--- src/rtl/conv_layer_scheduler_if.sv ---
`default_nettype none
// ============================================================================
// conv_layer_scheduler_if : host handshake, engine and layer-memory signals
// Revision 1.0
// ============================================================================
interface conv_layer_scheduler_if #(
  parameter int DATA_WIDTH = 20,
  parameter int ADDR_WIDTH = 12
);
  logic                      ready;
  logic                      busy;
  logic                      done_pulse;
  logic                      err;
  logic [1:0]                cur_layer;
  logic [2:0]                eng_start;
  logic [2:0]                eng_done;
  logic [8:0]                eng_csel;
  logic [2:0]                eng_crd;
  logic [2:0]                eng_cwr;
  logic [3*ADDR_WIDTH-1:0]   eng_caddr_rd;
  logic [3*ADDR_WIDTH-1:0]   eng_caddr_wr;
  logic [3*DATA_WIDTH-1:0]   eng_cdata_wr;
  logic [2:0]                csel;
  logic                      crd;
  logic                      cwr;
  logic [ADDR_WIDTH-1:0]     caddr_rd;
  logic [ADDR_WIDTH-1:0]     caddr_wr;
  logic [DATA_WIDTH-1:0]     cdata_wr;

  // Scheduler side
  modport master (
    input  ready, eng_done, eng_csel, eng_crd, eng_cwr,
           eng_caddr_rd, eng_caddr_wr, eng_cdata_wr,
    output busy, done_pulse, err, cur_layer, eng_start,
           csel, crd, cwr, caddr_rd, caddr_wr, cdata_wr
  );

  // Host, engines and layer memory
  modport slave (
    output ready, eng_done, eng_csel, eng_crd, eng_cwr,
           eng_caddr_rd, eng_caddr_wr, eng_cdata_wr,
    input  busy, done_pulse, err, cur_layer, eng_start,
           csel, crd, cwr, caddr_rd, caddr_wr, cdata_wr
  );
endinterface
`default_nettype wire

--- src/rtl/conv_layer_scheduler.sv ---
`default_nettype none
// ============================================================================
// conv_layer_scheduler : sequences the L0/L1/L2 engines, grants the single
// layer-memory port to the running engine and aborts on a watchdog timeout.
// Revision 1.0
// ============================================================================
module conv_layer_scheduler #(
  parameter int DATA_WIDTH = 20,
  parameter int ADDR_WIDTH = 12,
  parameter int TO_WIDTH   = 20,
  parameter int TIMEOUT    = 600000
) (
  input wire                     clk,
  input wire                     reset,
  conv_layer_scheduler_if.master bus
);

  // RUN_Lk + 1 is always the following START state (or FINISH after L2)
  localparam logic [3:0] ST_IDLE     = 4'd0;
  localparam logic [3:0] ST_START_L0 = 4'd1;
  localparam logic [3:0] ST_RUN_L0   = 4'd2;
  localparam logic [3:0] ST_START_L1 = 4'd3;
  localparam logic [3:0] ST_RUN_L1   = 4'd4;
  localparam logic [3:0] ST_START_L2 = 4'd5;
  localparam logic [3:0] ST_RUN_L2   = 4'd6;
  localparam logic [3:0] ST_FINISH   = 4'd7;
  localparam logic [3:0] ST_ERROR    = 4'd8;

  localparam logic [TO_WIDTH-1:0] WD_LAST = TO_WIDTH'(TIMEOUT - 1);

  logic [3:0]          state_q, state_d;
  logic [TO_WIDTH-1:0] wd_q, wd_d;
  logic                err_q, err_d;

  logic                busy;
  logic                done_pulse;
  logic [2:0]          eng_start;
  logic [1:0]          layer;
  logic                run;

  logic [2:0]            eng_csel_a [3];
  logic [ADDR_WIDTH-1:0] eng_rd_a   [3];
  logic [ADDR_WIDTH-1:0] eng_wr_a   [3];
  logic [DATA_WIDTH-1:0] eng_dat_a  [3];

  logic [2:0]            csel;
  logic                  crd;
  logic                  cwr;
  logic [ADDR_WIDTH-1:0] caddr_rd;
  logic [ADDR_WIDTH-1:0] caddr_wr;
  logic [DATA_WIDTH-1:0] cdata_wr;

  generate
    for (genvar k = 0; k < 3; k++) begin : g_eng
      assign eng_csel_a[k] = bus.eng_csel[3*k +: 3];
      assign eng_rd_a[k]   = bus.eng_caddr_rd[ADDR_WIDTH*k +: ADDR_WIDTH];
      assign eng_wr_a[k]   = bus.eng_caddr_wr[ADDR_WIDTH*k +: ADDR_WIDTH];
      assign eng_dat_a[k]  = bus.eng_cdata_wr[DATA_WIDTH*k +: DATA_WIDTH];
    end
  endgenerate

  always_ff @(posedge clk or posedge reset) begin
    if (reset) begin
      state_q <= ST_IDLE;
      wd_q    <= '0;
      err_q   <= 1'b0;
    end else begin
      state_q <= state_d;
      wd_q    <= wd_d;
      err_q   <= err_d;
    end
  end

  always_comb begin
    state_d = state_q;
    wd_d    = wd_q;
    err_d   = err_q;
    case (state_q)
      ST_IDLE, ST_ERROR: begin
        if (bus.ready) begin
          state_d = ST_START_L0;
          err_d   = 1'b0;
        end
      end
      ST_START_L0, ST_START_L1, ST_START_L2: begin
        state_d = state_q + 4'd1;
        wd_d    = '0;
      end
      ST_RUN_L0, ST_RUN_L1, ST_RUN_L2: begin
        // A done arriving on the last watchdog cycle still counts as success
        if (bus.eng_done[layer]) begin
          state_d = state_q + 4'd1;
        end else if (wd_q == WD_LAST) begin
          state_d = ST_ERROR;
          err_d   = 1'b1;
        end else begin
          wd_d = wd_q + TO_WIDTH'(1);
        end
      end
      ST_FINISH: state_d = ST_IDLE;
      default:   state_d = ST_IDLE;
    endcase
  end

  always_comb begin
    busy       = 1'b0;
    done_pulse = 1'b0;
    eng_start  = 3'b000;
    layer      = 2'd3;
    run        = 1'b0;
    case (state_q)
      ST_START_L0: begin busy = 1'b1; layer = 2'd0; eng_start = 3'b001; end
      ST_RUN_L0:   begin busy = 1'b1; layer = 2'd0; run = 1'b1;         end
      ST_START_L1: begin busy = 1'b1; layer = 2'd1; eng_start = 3'b010; end
      ST_RUN_L1:   begin busy = 1'b1; layer = 2'd1; run = 1'b1;         end
      ST_START_L2: begin busy = 1'b1; layer = 2'd2; eng_start = 3'b100; end
      ST_RUN_L2:   begin busy = 1'b1; layer = 2'd2; run = 1'b1;         end
      ST_FINISH:   done_pulse = 1'b1;
      default:     ;
    endcase
  end

  // Only the running engine reaches the memory; a write beats a read
  always_comb begin
    csel     = '0;
    crd      = 1'b0;
    cwr      = 1'b0;
    caddr_rd = '0;
    caddr_wr = '0;
    cdata_wr = '0;
    if (run) begin
      csel     = eng_csel_a[layer];
      cwr      = bus.eng_cwr[layer];
      crd      = bus.eng_crd[layer] & ~bus.eng_cwr[layer];
      caddr_rd = eng_rd_a[layer];
      caddr_wr = eng_wr_a[layer];
      cdata_wr = eng_dat_a[layer];
    end
  end

  assign bus.busy       = busy;
  assign bus.done_pulse = done_pulse;
  assign bus.err        = err_q;
  assign bus.cur_layer  = layer;
  assign bus.eng_start  = eng_start;
  assign bus.csel       = csel;
  assign bus.crd        = crd;
  assign bus.cwr        = cwr;
  assign bus.caddr_rd   = caddr_rd;
  assign bus.caddr_wr   = caddr_wr;
  assign bus.cdata_wr   = cdata_wr;

endmodule
`default_nettype wire
--- src/flat_wrapper.sv ---
// flat-port wrapper written by rule: the top's interface ports become plain ports
module conv_layer_scheduler_flat 
#(
  parameter int DATA_WIDTH = 20,
  parameter int ADDR_WIDTH = 12,
  parameter int TO_WIDTH   = 20,
  parameter int TIMEOUT    = 600000
)
  (clk, reset, bus_ready, bus_eng_done, bus_eng_csel, bus_eng_crd, bus_eng_cwr, bus_eng_caddr_rd, bus_eng_caddr_wr, bus_eng_cdata_wr, bus_busy, bus_done_pulse, bus_err, bus_cur_layer, bus_eng_start, bus_csel, bus_crd, bus_cwr, bus_caddr_rd, bus_caddr_wr, bus_cdata_wr);
  conv_layer_scheduler_if #(.DATA_WIDTH(DATA_WIDTH), .ADDR_WIDTH(ADDR_WIDTH)) bus_i ();
  input wire clk;
  input wire reset;
  input wire logic [$bits(bus_i.ready)-1:0] bus_ready;
  input wire logic [$bits(bus_i.eng_done)-1:0] bus_eng_done;
  input wire logic [$bits(bus_i.eng_csel)-1:0] bus_eng_csel;
  input wire logic [$bits(bus_i.eng_crd)-1:0] bus_eng_crd;
  input wire logic [$bits(bus_i.eng_cwr)-1:0] bus_eng_cwr;
  input wire logic [$bits(bus_i.eng_caddr_rd)-1:0] bus_eng_caddr_rd;
  input wire logic [$bits(bus_i.eng_caddr_wr)-1:0] bus_eng_caddr_wr;
  input wire logic [$bits(bus_i.eng_cdata_wr)-1:0] bus_eng_cdata_wr;
  output wire logic [$bits(bus_i.busy)-1:0] bus_busy;
  output wire logic [$bits(bus_i.done_pulse)-1:0] bus_done_pulse;
  output wire logic [$bits(bus_i.err)-1:0] bus_err;
  output wire logic [$bits(bus_i.cur_layer)-1:0] bus_cur_layer;
  output wire logic [$bits(bus_i.eng_start)-1:0] bus_eng_start;
  output wire logic [$bits(bus_i.csel)-1:0] bus_csel;
  output wire logic [$bits(bus_i.crd)-1:0] bus_crd;
  output wire logic [$bits(bus_i.cwr)-1:0] bus_cwr;
  output wire logic [$bits(bus_i.caddr_rd)-1:0] bus_caddr_rd;
  output wire logic [$bits(bus_i.caddr_wr)-1:0] bus_caddr_wr;
  output wire logic [$bits(bus_i.cdata_wr)-1:0] bus_cdata_wr;
  assign bus_i.ready = bus_ready;
  assign bus_i.eng_done = bus_eng_done;
  assign bus_i.eng_csel = bus_eng_csel;
  assign bus_i.eng_crd = bus_eng_crd;
  assign bus_i.eng_cwr = bus_eng_cwr;
  assign bus_i.eng_caddr_rd = bus_eng_caddr_rd;
  assign bus_i.eng_caddr_wr = bus_eng_caddr_wr;
  assign bus_i.eng_cdata_wr = bus_eng_cdata_wr;
  assign bus_busy = bus_i.busy;
  assign bus_done_pulse = bus_i.done_pulse;
  assign bus_err = bus_i.err;
  assign bus_cur_layer = bus_i.cur_layer;
  assign bus_eng_start = bus_i.eng_start;
  assign bus_csel = bus_i.csel;
  assign bus_crd = bus_i.crd;
  assign bus_cwr = bus_i.cwr;
  assign bus_caddr_rd = bus_i.caddr_rd;
  assign bus_caddr_wr = bus_i.caddr_wr;
  assign bus_cdata_wr = bus_i.cdata_wr;
  conv_layer_scheduler #(.DATA_WIDTH(DATA_WIDTH), .ADDR_WIDTH(ADDR_WIDTH), .TO_WIDTH(TO_WIDTH), .TIMEOUT(TIMEOUT)) u_core (.clk(clk), .reset(reset), .bus(bus_i));
endmodule
--- config.mk ---
export PLATFORM = sky130hd
export DESIGN_NAME = conv_layer_scheduler_flat
export DESIGN_NICKNAME = d
export VERILOG_FILES = /design/src/rtl/conv_layer_scheduler_if.sv /design/src/rtl/conv_layer_scheduler.sv /design/src/flat_wrapper.sv
export SDC_FILE = /design/constraint.sdc
export NUM_CORES = 1
export LEC_CHECK = 0
export ABC_CLOCK_PERIOD_IN_PS = 7470
export CAP_MARGIN = 20
export CELL_PAD_IN_SITES_DETAIL_PLACEMENT = 1
export CELL_PAD_IN_SITES_GLOBAL_PLACEMENT = 2
export CORE_MARGIN = 1.5
export CORE_UTILIZATION = 19
export CTS_BUF_LIST = sky130_fd_sc_hd__clkbuf_8
export DETAILED_ROUTE_END_ITERATION = 6
export PLACE_DENSITY = 0.91
export SLEW_MARGIN = 0
export SYNTH_ARGS = -nofsm -noshare
export SYNTH_HDL_FRONTEND = slang
export SYNTH_SLANG_ARGS = --single-unit
--- constraint.sdc ---
create_clock -name clk -period 7.47 [get_ports clk]
set_clock_uncertainty 0.15 [all_clocks]
set_input_delay 0.747 -clock clk [delete_from_list [all_inputs] [get_ports clk]]
set_output_delay 0.747 -clock clk [all_outputs]
set_load 0.02 [all_outputs]
# Word-level counts from Yosys, hierarchy flattened

Cells that the tools add are included.

Register bits: 25
Input port bits: 153

Bitwise operators: 3
Equal/unequal tests: 14
Order comparisons: 2
Add/subtract/negate cells: 2
Reduce and logical (&&, ||, !) cells: 13
Mux-type cells: 40

Operator list:

| operator                                             | number |
|---|---|
| 2-to-1 mux 20 bit                                    | 5 |
| 2-to-1 mux 12 bit                                    | 6 |
| binary-select mux 12 bit (select 2 bit)              | 2 |
| binary-select mux 20 bit (select 2 bit)              | 1 |
| case mux 20 bit (2 select lines)                     | 1 |
| adder 20 x 1 -> 20 bit (second input constant)       | 1 |
| equality test 20 bit (second input constant)         | 1 |
| equality test 4 x 3 -> 1 bit (second input constant) | 4 |
| 2-to-1 mux 4 bit                                     | 3 |
| case mux 4 bit (3 select lines)                      | 1 |
| 2-to-1 mux 1 bit                                     | 11 |
| 2-to-1 mux 3 bit                                     | 3 |
| case mux 3 bit (3 select lines)                      | 1 |
| equality test 4 x 2 -> 1 bit (second input constant) | 2 |
| OR reduction 2 bit                                   | 4 |
| binary-select mux 1 bit (select 2 bit)               | 3 |
| binary-select mux 3 bit (select 2 bit)               | 1 |
| != test 2 bit (second input constant)                | 3 |
| case mux 2 bit (3 select lines)                      | 1 |
| OR reduction 3 bit                                   | 2 |
| OR reduction 6 bit                                   | 1 |
| adder 4 x 1 -> 4 bit (second input constant)         | 1 |
| equality test 4 x 1 -> 1 bit (second input constant) | 1 |
| equality test 4 bit (second input constant)          | 1 |
| other kinds (13)                                     | 14 |

# Logic depth before layout (Yosys ltp)

Gate-level depths: netlist of run 1.

Word-level depth: 8
Gate-level depth with buffers: 10
Mapped depth without buffers: 8

# Worst setup path after synthesis of run 1

OpenSTA, ideal clock, no wires.

Kind: reg-to-output
Start point: register u_core.state_q[0]
End point: output port bus_crd
Slack: 4.129 ns
Stages on the path, launching flop included: 10
Buffers on the path: 1
Data arrival time: 2.444 ns
Cell sequence: dfrtp_1 > inv_1 > ha_1 > or2_1 > o32ai_4 > inv_2 > nor2_1 > buf_4 > a22oi_1 > nor3b_1

Longest elaborated chain between the ends: 8

Ends and longest elaborated chain:

| what                                                 | line                        | source |
|---|---|---|
| start: declaration                                   | conv_layer_scheduler.sv:31  | `logic [3:0] state_q, state_d;` |
| start signal: assignment                             | conv_layer_scheduler.sv:68  | `state_q <= state_d;` |
| equality test 4 x 3 -> 1 bit (tied with other cells) | conv_layer_scheduler.sv:111 | `case (state_q)` |
| OR reduction 2 bit (no source line)                  | --                          |  |
| case mux 2 bit (3 select lines) (*)                  | conv_layer_scheduler.sv:111 |  |
| named net bus_cur_layer[1]                           | flat_wrapper.sv:24          | `output wire logic [$bits(bus_i.cur_layer)-1:0] bus_cur_layer;` |
| binary-select mux 1 bit (select 2 bit)               | conv_layer_scheduler.sv:134 | `crd = bus.eng_crd[layer] & ~bus.eng_cwr[layer];` |
| 2-to-1 mux 1 bit (not written as such)               | conv_layer_scheduler.sv:134 |  |
| NOT 1 bit                                            | conv_layer_scheduler.sv:134 |  |
| bitwise AND 1 bit (*)                                | conv_layer_scheduler.sv:134 |  |
| 2-to-1 mux 1 bit (*)                                 | conv_layer_scheduler.sv:131 | `if (run) begin` |
| end: declaration                                     | flat_wrapper.sv:27          | `output wire logic [$bits(bus_i.crd)-1:0] bus_crd;` |

Mark *: on every way through the listed nets, which the timed path passes. The rest lies on a longest branch. The select of a mux whose other input is x is not followed.

# Worst setup path in the final report of run 1

Start point: register u_core.state_q[0]
End point: output port bus_crd

Longest elaborated chain between the ends: 8

Ends and longest elaborated chain:

| what                                                 | line |
|---|---|
| equality test 4 x 3 -> 1 bit (tied with other cells) | conv_layer_scheduler.sv:111 |
| OR reduction 2 bit (no source line)                  | -- |
| case mux 2 bit (3 select lines)                      | conv_layer_scheduler.sv:111 |
| binary-select mux 1 bit (select 2 bit)               | conv_layer_scheduler.sv:134 |
| 2-to-1 mux 1 bit (not written as such)               | conv_layer_scheduler.sv:134 |
| NOT 1 bit                                            | conv_layer_scheduler.sv:134 |
| bitwise AND 1 bit                                    | conv_layer_scheduler.sv:134 |
| 2-to-1 mux 1 bit (*)                                 | conv_layer_scheduler.sv:131 |

Mark *: on every way between the ends. The rest lies on a longest branch, timed or not. The select of a mux whose other input is x is not followed.

==> results of run 1 <==
-- sequential cells by signal (all words and copies together) (netlist names) --
signal and cells:
u_core.bus.err 1, u_core.wd_q 20, u_core.state_q 4
-- synthesized netlist by cell type, types with 2 or more instances --
cell      count  area (um2)
nor2_1       55       206.5
a22o_1       49       429.2
a22oi_1      49       367.9
nand2_1      29       108.9
dfrtp_1      25       625.6
clkbuf_1     22       82.58
mux2i_1      16       160.2
nand3_1      14       70.07
inv_1        10       37.54
a21oi_1       9       45.04
buf_2         9       45.04
nor3_1        8       40.04
nand2b_1      7       43.79
o21ai_0       7       35.03
nor2b_1       6       37.54
nor4_1        6       37.54
ha_1          5       62.56
nand4_1       5       31.28
and2_1        4       25.02
o31ai_1       4       30.03
and3_1        3       18.77
and4_1        3       26.28
o211ai_1      3       22.52
or2_2         3       18.77
or4_1         3       22.52
buf_4         2       15.01
buf_6         2       22.52
nor3b_1       2       15.01
nor4_2        2       25.02
o21ba_2       2       20.02
o311ai_1      2       17.52
o32a_1        2       20.02
-- worst max-delay path by stage --
stage	start	to	slack [ns]	depth (start not counted)
2_1_floorplan	u_core.state_q[0]	bus_crd	4.13	9
6_report	u_core.state_q[0]	bus_crd	2.59	11
4_1_cts	u_core.state_q[0]	bus_crd	2.57	11
3_3_place_gp	u_core.state_q[0]	bus_crd	3.03	11
3_5_place_dp	u_core.state_q[0]	bus_crd	2.89	11
5_1_grt	u_core.state_q[0]	bus_crd	2.22	11
-- worst max-delay path, stage by stage, from the launching register on --
cell and delay, ns:
dfrtp_1 0.44, inv_1 0.11, ha_1 0.28, or2_1 0.32, o32ai_4 0.22, buf_4 0.53
inv_2 0.14, nor2_4 0.12, buf_4 0.45, a22oi_1 0.18, nor3b_1 0.23, clkdlybuf4s50_1 0.65
-- per-stage QoR --
step / total power, mW / worst slack [ns] / cells / area [um2]
global route: 1.130 / 2.225 / 764 / 5268
detailed placement: 0.9587 / 2.893 / 758 / 5189
global placement: 0.9349 / 3.028 / 757 / 5177
CTS: 1.047 / 2.572 / 762 / 5238
finish: 1.043 / 2.594 / 764 / 5268
floorplan: 0.7040 / 4.129 / 390 / 2964
-- layer usage --
layer | vias to the layer above | wire, um | share of wire, %
met5 | - | 0 | 0
met4 | 0 | 124 | 0.85
met3 | 10 | 871 | 6.0
met2 | 132 | 7598 | 52
met1 | 1891 | 6022 | 41
li1 | 1860 | - | -
-- power by group through the flow --
stage	Combinational (mW)	Clock, mW	Sequential (mW)
5_1_grt	0.875	0.0936	0.161
4_1_cts	0.799	0.0889	0.159
3_3_place_gp	0.775	0	0.160
3_5_place_dp	0.797	0	0.161
6_report	0.798	0.0870	0.159
2_1_floorplan	0.552	0	0.152
-- kinds of logic (layout without fill, tap and decap cells) --
family	count (synthesis)	after routing	synth area share, %
other	0	1	0
buffers and inverters	47	232	7.091
flip-flops	25	25	21.11
AO/OA/AOI/OAI	139	139	37.27
multiplexers	16	16	5.403
AND/OR/NAND/NOR	158	158	27.02
adder cells (fa/ha/maj)	5	5	2.111
-- final cells by class --
class	count	area, um2
timing repair buffer	217	2176
fill	1800	9935
clock buffer	3	41.29
multi-input combinational	318	2137
clock inverter	1	7.507
antenna	1	2.502
tap	188	235.2
sequential	25	626.9
inverter	11	41.29
==> flow_summary.yaml, run 1 <==
outcome:
  run_status: "finished clean"
finish:
  final_common_cell: "clkdlybuf4s50_1"
  final_core_util_pct: 34.65
  area_growth_pct: 77.71
  mostFrequentLayoutCells: "209 x clkdlybuf4s50_1, 54 x nor2_1, 49 x a22o_1, 49 x a22oi_1, 29 x nand2_1"
  drive_above_1_share_pct: 4.870
  num-nets-final: 734
global_routing:
  grt_first_pass_wirelength_um: 22290
  first_global_vias: 4025
  track_usage_pct: 16.82
  use_met3_pct: 2.838
  antenna_found_initial: 1
  overflow: 0
  grt.met1_usage_pct: 20.36
  grt_max_degree: 54
  grt_use_met2_pct: 31.31
  top_usage_layer: "met2"
drt:
  drt_iter0_markers: 256
  wire_per_inst_um: 19.13
  drc: 0
  vias: 3893
  wl_um: 14620
  via_per_inst: 5.096
  drt_first_pass_iters: 4
  drtAntennaViolNets: 0
critical_path:
  r2r_slack_ns: 4.03
  reg2reg_to: "u_core.state_q[3]"
  crit_required_ns: 6.57
  cp_max_fo: 53
  r2r-start: "u_core.state_q[0]"
  ff2ff_path_depth: 8
  crit_arrival_ns: 3.98
  end_kind: "output port"
  path_class: "register to output port"
  cp-start-kind: "register"
floorplan:
  die_x_um: 127.9
  die_h_um: 127.9
  initial_utilization_pct: 19.50
  pin_count: 210
  num_rows: 45
  die_area_um2: 16360
  core_area_um2: 15200
yosys:
  ys_seq_area_share_pct: 21.11
  synthesis.nets: 548
  ys_warn_count: 0
  synthFlopType: "dfrtp_1"
  synth.avg_cell_area_um2: 7.600
  synth_cell_types: 54
  synthArstFlopShare_pct: 100.0
  ys_ff_latch: 25
  synth-edff-count: 0
  synthCells: 390
  synth.cell_area_um2: 2964
timing:
  fin_crit_sh_pct: 65.28
  tightest_slew_ns: 1.056
  relSlewSlack_pct: 29.60
  hold_viol: 0
  period_minus_slack_ns: 4.876
  rsz0062_at_grt: "false"
  max_freq_ghz: 0.2051
  tns_ns: 0
  worst_hold_slack_ns: 0.3600
  slew_violations: 0
  setup_viol: 0
clock_network:
  cts_tree: "built"
  cts_hold_buf: 0
  path_clk_slew_ns: 0.10
  cts_buffers: 3
  cts_root_buf: "clkbuf_8"
  cts_sinks: 25
  insertion_delay_ns: 0.28
  cts_resized: 0
  clock_path_buffers: 2
  post_cts_buffers: 0
  cts.htree.levels: 1
power:
  p_int_mw: 0.5120
  power.clock.fraction_pct: 8.3
  switchingPower_mw: 0.5315
  switching_share_pct: 50.93
  worst_ir_drop_vdd_mv: 0.1693
  seq_power_share_pct: 15.2
  leakage_nw: 1.879
  p_comb_share_pct: 76.4
  power.density_nw_per_um2: 198.1
min_path:
  holdCritStartpoint: "u_core.wd_q[5]"
  hp-class: "register to register"
  whs_endpoint: "u_core.wd_q[5]"
  hold_depth: 1
place:
  port_buffers: 209
  routabilityCongestion: 0.8243
  dpl.hpwl_um: 11370
flow_run:
  maxCapViolCount: 0
Note: power is estimated with default switching activity, not from simulation.
==> inputs of run 2 (changes only) <==
--- a/config.mk
+++ b/config.mk
@@ -5,15 +5,15 @@
 export SDC_FILE = /design/constraint.sdc
 export NUM_CORES = 1
 export LEC_CHECK = 0
-export ABC_CLOCK_PERIOD_IN_PS = 7470
+export ABC_CLOCK_PERIOD_IN_PS = 4100
 export CAP_MARGIN = 20
 export CELL_PAD_IN_SITES_DETAIL_PLACEMENT = 1
 export CELL_PAD_IN_SITES_GLOBAL_PLACEMENT = 2
 export CORE_MARGIN = 1.5
-export CORE_UTILIZATION = 19
+export CORE_UTILIZATION = 16
 export CTS_BUF_LIST = sky130_fd_sc_hd__clkbuf_8
 export DETAILED_ROUTE_END_ITERATION = 6
-export PLACE_DENSITY = 0.91
+export PLACE_DENSITY = 0.82
 export SLEW_MARGIN = 0
 export SYNTH_ARGS = -nofsm -noshare
 export SYNTH_HDL_FRONTEND = slang
==> constraint.sdc (replaced) <==
create_clock -name clk -period 4.1 [get_ports clk]
set_clock_uncertainty 0.15 [all_clocks]
set_input_delay 0.41 -clock clk [delete_from_list [all_inputs] [get_ports clk]]
set_output_delay 0.41 -clock clk [all_outputs]
set_load 0.02 [all_outputs]
==> run 2 against run 1 <==
Critical path depth is 3 lower. Register-to-register slack got worse by 3.2 ns. Critical path type unchanged. Clock-buffer cell count unchanged. Total power is 85% higher. Combinational power is 88% higher. The run now ends with DRC left. Via count fell by 0.39%. Largest power group unchanged. Global-route usage shrank 2.0 points.
==> flow_summary.yaml, run 2 (same netlist as run 1, synthesis figures left out) <==
timing:
  tns_ns: 0
  slew_violations: 0
  setup_viol: 0
  rsz0062_at_grt: "false"
  max_freq_ghz: 0.2613
  hold_viol: 0
  relSlewSlack_pct: 27.56
  period_minus_slack_ns: 3.827
  fin_crit_sh_pct: 93.33
  tightest_slew_ns: 1.087
critical_path:
  cpMaxStageDelayCell: "clkdlybuf4s50_1"
  cp-start-kind: "register"
  r2r_slack_ns: 0.88
  end_kind: "output port"
  crit_required_ns: 3.54
  r2r-start: "u_core.state_q[0]"
  critical_path.max_stage_delay_ns: 0.64
  cp_max_fo: 51
  ff2ff_path_depth: 9
  worstPathBufferInverterCount: 3
  path_cells: "inv_1 -> ha_1 -> mux2i_1 -> and2_2 -> buf_4 -> a22oi_1 -> nor3b_1 -> clkdlybuf4s50_1"
  crit_family: "buffers and inverters"
  crit_arrival_ns: 3.27
  path_class: "register to output port"
  reg2reg_to: "u_core.wd_q[18]"
clock_network:
  cts_hold_buf: 0
  cts_tree: "built"
  cts_buffers: 3
  cts_resized: 0
  cts_root_buf: "clkbuf_8"
  cts.htree.levels: 1
  post_cts_buffers: 0
  cts_sinks: 25
  path_clk_slew_ns: 0.09
  clock_path_buffers: 2
  insertion_delay_ns: 0.27
finish:
  area_growth_pct: 79.86
  diodes: 0
  drive_above_1_share_pct: 5.026
  fin_cells: 806
  regMostFlops: "u_core.wd_q"
  num-nets-final: 736
  mostFrequentLayoutCells: "209 x clkdlybuf4s50_1, 54 x nor2_1, 49 x a22o_1, 49 x a22oi_1, 29 x nand2_1"
  final.fill_count: 2142
  largest_reg_flops: 20
  final_common_cell: "clkdlybuf4s50_1"
  final_core_util_pct: 29.48
floorplan:
  die_area_um2: 19350
  pin_count: 210
  die_x_um: 139.1
  die_h_um: 139.1
  core_area_um2: 18090
  initial_utilization_pct: 16.39
  num_rows: 49
drt:
  drt_first_pass_iters: 7
  via_per_inst: 4.811
  drtAntennaViolNets: 0
  drc: 23
  vias: 3878
  drt_iter0_markers: 239
  wire_per_inst_um: 18.78
  wl_um: 15130
power:
  switchingPower_mw: 0.9777
  leakage_nw: 1.894
  power.density_nw_per_um2: 362.0
  p_int_mw: 0.9520
  power.clock.fraction_pct: 7.6
  seq_power_share_pct: 14.9
  p_comb_share_pct: 77.5
  switching_share_pct: 50.67
  worst_ir_drop_vdd_mv: 0.1556
global_routing:
  track_usage_pct: 14.82
  antenna_found_initial: 0
  grt_first_pass_wirelength_um: 23290
  grt_max_degree: 58
  first_global_vias: 4034
  overflow: 0
outcome:
  violations: "DRC"
  run_status: "finished, violations left"
min_path:
  hp-class: "input port to asynchronous set/reset pin"
place:
  place_inst: 801
  routabilityCongestion: 0.9342
  dpl.hpwl_um: 11730
  port_buffers: 209
flow_run:
  maxCapViolCount: 0
## run 2: changes by cell type in the layout (fill, tap and decap cells not counted)
cell | previous run | this run
clkinvlp_4 | 1 | 0
inv_1 | 10 | 11
diode_2 | 1 | 0
buf_6 | 1 | 2
buf_4 | 6 | 7
## run 2: power groups by stage
stage                     clock [mW]  combinational [mW]  sequential (mW)
final                          0.147                1.50            0.287
after global routing           0.166                1.62            0.291
after CTS                      0.155                1.49            0.286
after detailed placement           0                1.49            0.291
after global placement             0                1.45            0.289
after floorplan                    0                1.01            0.278
## run 2: per-layer routing
| metal | part of all wire (%) | GRT usage (%) | up-vias |
|---|---|---|---|
| li1 | - | - | 1868 |
| met1 | 40 | 17.91 | 1877 |
| met2 | 53 | 27.63 | 123 |
| met3 | 5.9 | 2.521 | 10 |
| met4 | 1.0 | 2.632 | 0 |
| met5 | 0 | 0 | - |
## run 2: how the worst max path moves through the flow
| stage | from | slack, ns | endpoint | cells past startpoint |
|---|---|---|---|---|
| 5_1_grt | u_core.state_q[0] | 0.06 | bus_crd | 8 |
| 3_3_place_gp | u_core.state_q[0] | 0.60 | bus_crd | 9 |
| 4_1_cts | u_core.state_q[0] | 0.20 | bus_crd | 9 |
| 3_5_place_dp | u_core.state_q[0] | 0.51 | bus_cdata_wr[5] | 10 |
| 2_1_floorplan | u_core.state_q[0] | 1.10 | bus_crd | 9 |
| 6_report | u_core.state_q[0] | 0.27 | bus_crd | 8 |
## run 2: layout make-up
class | count | area [um2] | area share (%)
Clock buffer | 3 | 41.29 | 0.7745
Clock inverter | 1 | 3.754 | 0.07041
Inverter | 11 | 41.29 | 0.7745
Multi-Input combinational cell | 318 | 2137 | 40.08
Sequential cell | 25 | 626.9 | 11.76
Tap cell | 229 | 286.5 | 5.374
Timing Repair Buffer | 219 | 2195 | 41.16
## run 2: per-stage QoR
stage | instance area, um2 | setup WS, ns | hold slack, ns | total power, mW
CTS | 5296 | 0.1992 | 0.3710 | 1.935
finish | 5331 | 0.2735 | 0.3205 | 1.930
global placement | 5251 | 0.5996 | 0.3293 | 1.737
floorplan | 2964 | 1.096 | 0.2873 | 1.283
global route | 5331 | 0.05802 | 0.3619 | 2.077
detailed placement | 5251 | 0.5100 | 0.3529 | 1.781
==> inputs of run 3 (changes only) <==
--- a/config.mk
+++ b/config.mk
@@ -13,6 +13,7 @@
 export CORE_UTILIZATION = 16
 export CTS_BUF_LIST = sky130_fd_sc_hd__clkbuf_8
 export DETAILED_ROUTE_END_ITERATION = 6
+export MAX_ROUTING_LAYER = met4
 export PLACE_DENSITY = 0.82
 export SLEW_MARGIN = 0
 export SYNTH_ARGS = -nofsm -noshare
==> run 3 against run 2 <==
The flow still finishes with violations (DRC). Sequential power about the same. Via count increased by 0.21%. Setup slack improved by 0.0075 ns. Worst hold slack got worse by 0.047 ns. Non-clock buffer count unchanged. Maximum frequency increased by 0.20%. Cell count unchanged. Critical endpoint unchanged. Highest routed layer unchanged.
==> flow_summary.yaml, run 3 (same netlist as run 1, synthesis figures left out) <==
outcome:
  run_status: "finished, violations left"
  violations: "DRC"
power:
  worst_ir_drop_vdd_mv: 0.1552
  report.power.total_mw: 1.926
  leakage_nw: 1.894
  power.density_nw_per_um2: 361.2
floorplan:
  die_h_um: 139.1
  die_area_um2: 19350
  die_x_um: 139.1
  pin_count: 210
  core_area_um2: 18090
  num_rows: 49
  initial_utilization_pct: 16.39
timing:
  fin_crit_sh_pct: 93.15
  rsz0062_at_grt: "false"
  hold_viol: 0
  max_freq_ghz: 0.2618
  relSlewSlack_pct: 28.52
  setup_viol: 0
  period_minus_slack_ns: 3.819
  slew_violations: 0
  tns_ns: 0
  tightest_slew_ns: 1.072
  worst_hold_slack_ns: 0.2732
  timing.final.ws_setup_ns: 0.2810
finish:
  num-nets-final: 736
  largest_reg_flops: 20
  area_growth_pct: 79.86
  diodes: 0
  mostFrequentLayoutCells: "209 x clkdlybuf4s50_1, 54 x nor2_1, 49 x a22o_1, 49 x a22oi_1, 29 x nand2_1"
  regMostFlops: "u_core.wd_q"
  drive_above_1_share_pct: 5.026
  final_common_cell: "clkdlybuf4s50_1"
  final_area_um2: 5331
critical_path:
  cp-start-kind: "register"
  r2r-start: "u_core.state_q[0]"
  end_kind: "output port"
  crit_required_ns: 3.54
  reg2reg_to: "u_core.wd_q[18]"
  path_cells: "inv_1 -> ha_1 -> mux2i_1 -> and2_2 -> buf_4 -> a22oi_1 -> nor3b_1 -> clkdlybuf4s50_1"
  path_class: "register to output port"
  critical_path.max_stage_delay_ns: 0.64
  cp_max_fo: 51
  r2r_slack_ns: 0.89
  cpMaxStageDelayCell: "clkdlybuf4s50_1"
  crit_arrival_ns: 3.26
  ff2ff_path_depth: 9
clock_network:
  clock_path_buffers: 2
  cts_root_buf: "clkbuf_8"
  insertion_delay_ns: 0.27
  cts_sinks: 25
  path_clk_slew_ns: 0.09
  post_cts_buffers: 0
  cts_resized: 0
  cts_buffers: 3
  cts_hold_buf: 0
  cts_tree: "built"
  cts.htree.levels: 1
drt:
  drt_iter0_markers: 293
  vias: 3886
  drtAntennaViolNets: 0
  drc: 23
  wire_per_inst_um: 18.75
  wl_um: 15120
  via_per_inst: 4.821
  drt_first_pass_iters: 7
global_routing:
  track_usage_pct: 15.26
  first_global_vias: 4040
  antenna_found_initial: 0
  grt_first_pass_wirelength_um: 23270
  overflow: 0
  grt_max_degree: 58
place:
  port_buffers: 209
  place_area_um2: 5251
  post-place-ws_ns: 0.5100
  dpl.hpwl_um: 11730
  routabilityCongestion: 0.9509
min_path:
  hp-class: "input port to asynchronous set/reset pin"
flow_run:
  maxCapViolCount: 0
run 3: how the worst max path moves through the flow:
stage	startpoint	slack, ns	end	cells after the start
after floorplan	u_core.state_q[0]	1.10	bus_crd	9
after global placement	u_core.state_q[0]	0.60	bus_crd	9
after detailed placement	u_core.state_q[0]	0.51	bus_cdata_wr[5]	10
after CTS	u_core.state_q[0]	0.20	bus_crd	9
after global routing	u_core.state_q[0]	0.06	bus_crd	8
final	u_core.state_q[0]	0.28	bus_crd	8
run 3: per-stage QoR:
stage,std cells,utilization (%)
2_1_floorplan,390,-
3_3_place_gp,801,29.03
3_5_place_dp,801,29.03
4_1_cts,805,29.28
5_1_grt,806,29.48
6_report,806,29.48
run 3: final cells by class:
cell class / count / area, um2
multi-input combinational: 318 / 2137
tap: 229 / 286.5
fill: 2142 / 12750
inverter: 11 / 41.29
sequential: 25 / 626.9
clock buffer: 3 / 41.29
timing repair buffer: 219 / 2195
clock inverter: 1 / 3.754
run 3: worst max-delay path: cells and delay by family, from the launching register on:
family | cells | cell delay [ns]
compound gates | 1 | 0.15
fa+ha+maj | 1 | 0.30
buf+inv | 3 | 1.23
flops | 1 | 0.42
mux | 1 | 0.39
simple gates | 2 | 0.48
run 3: metal layers:
| layer | part of all wire [%] | global-route usage, % | wire (um) |
|---|---|---|---|
| met1 | 41 | 17.80 | 6248 |
| met2 | 52 | 27.68 | 7793 |
| met3 | 5.9 | 2.555 | 892 |
| met4 | 1.2 | 2.632 | 180 |
| met5 | 0 | - | 0 |
run 3: power breakdown:
part / internal, mW / switching [mW]
combinational: 0.625 / 0.869
sequential: 0.260 / 0.0268
clock: 0.0670 / 0.0776
total: 0.952 / 0.974
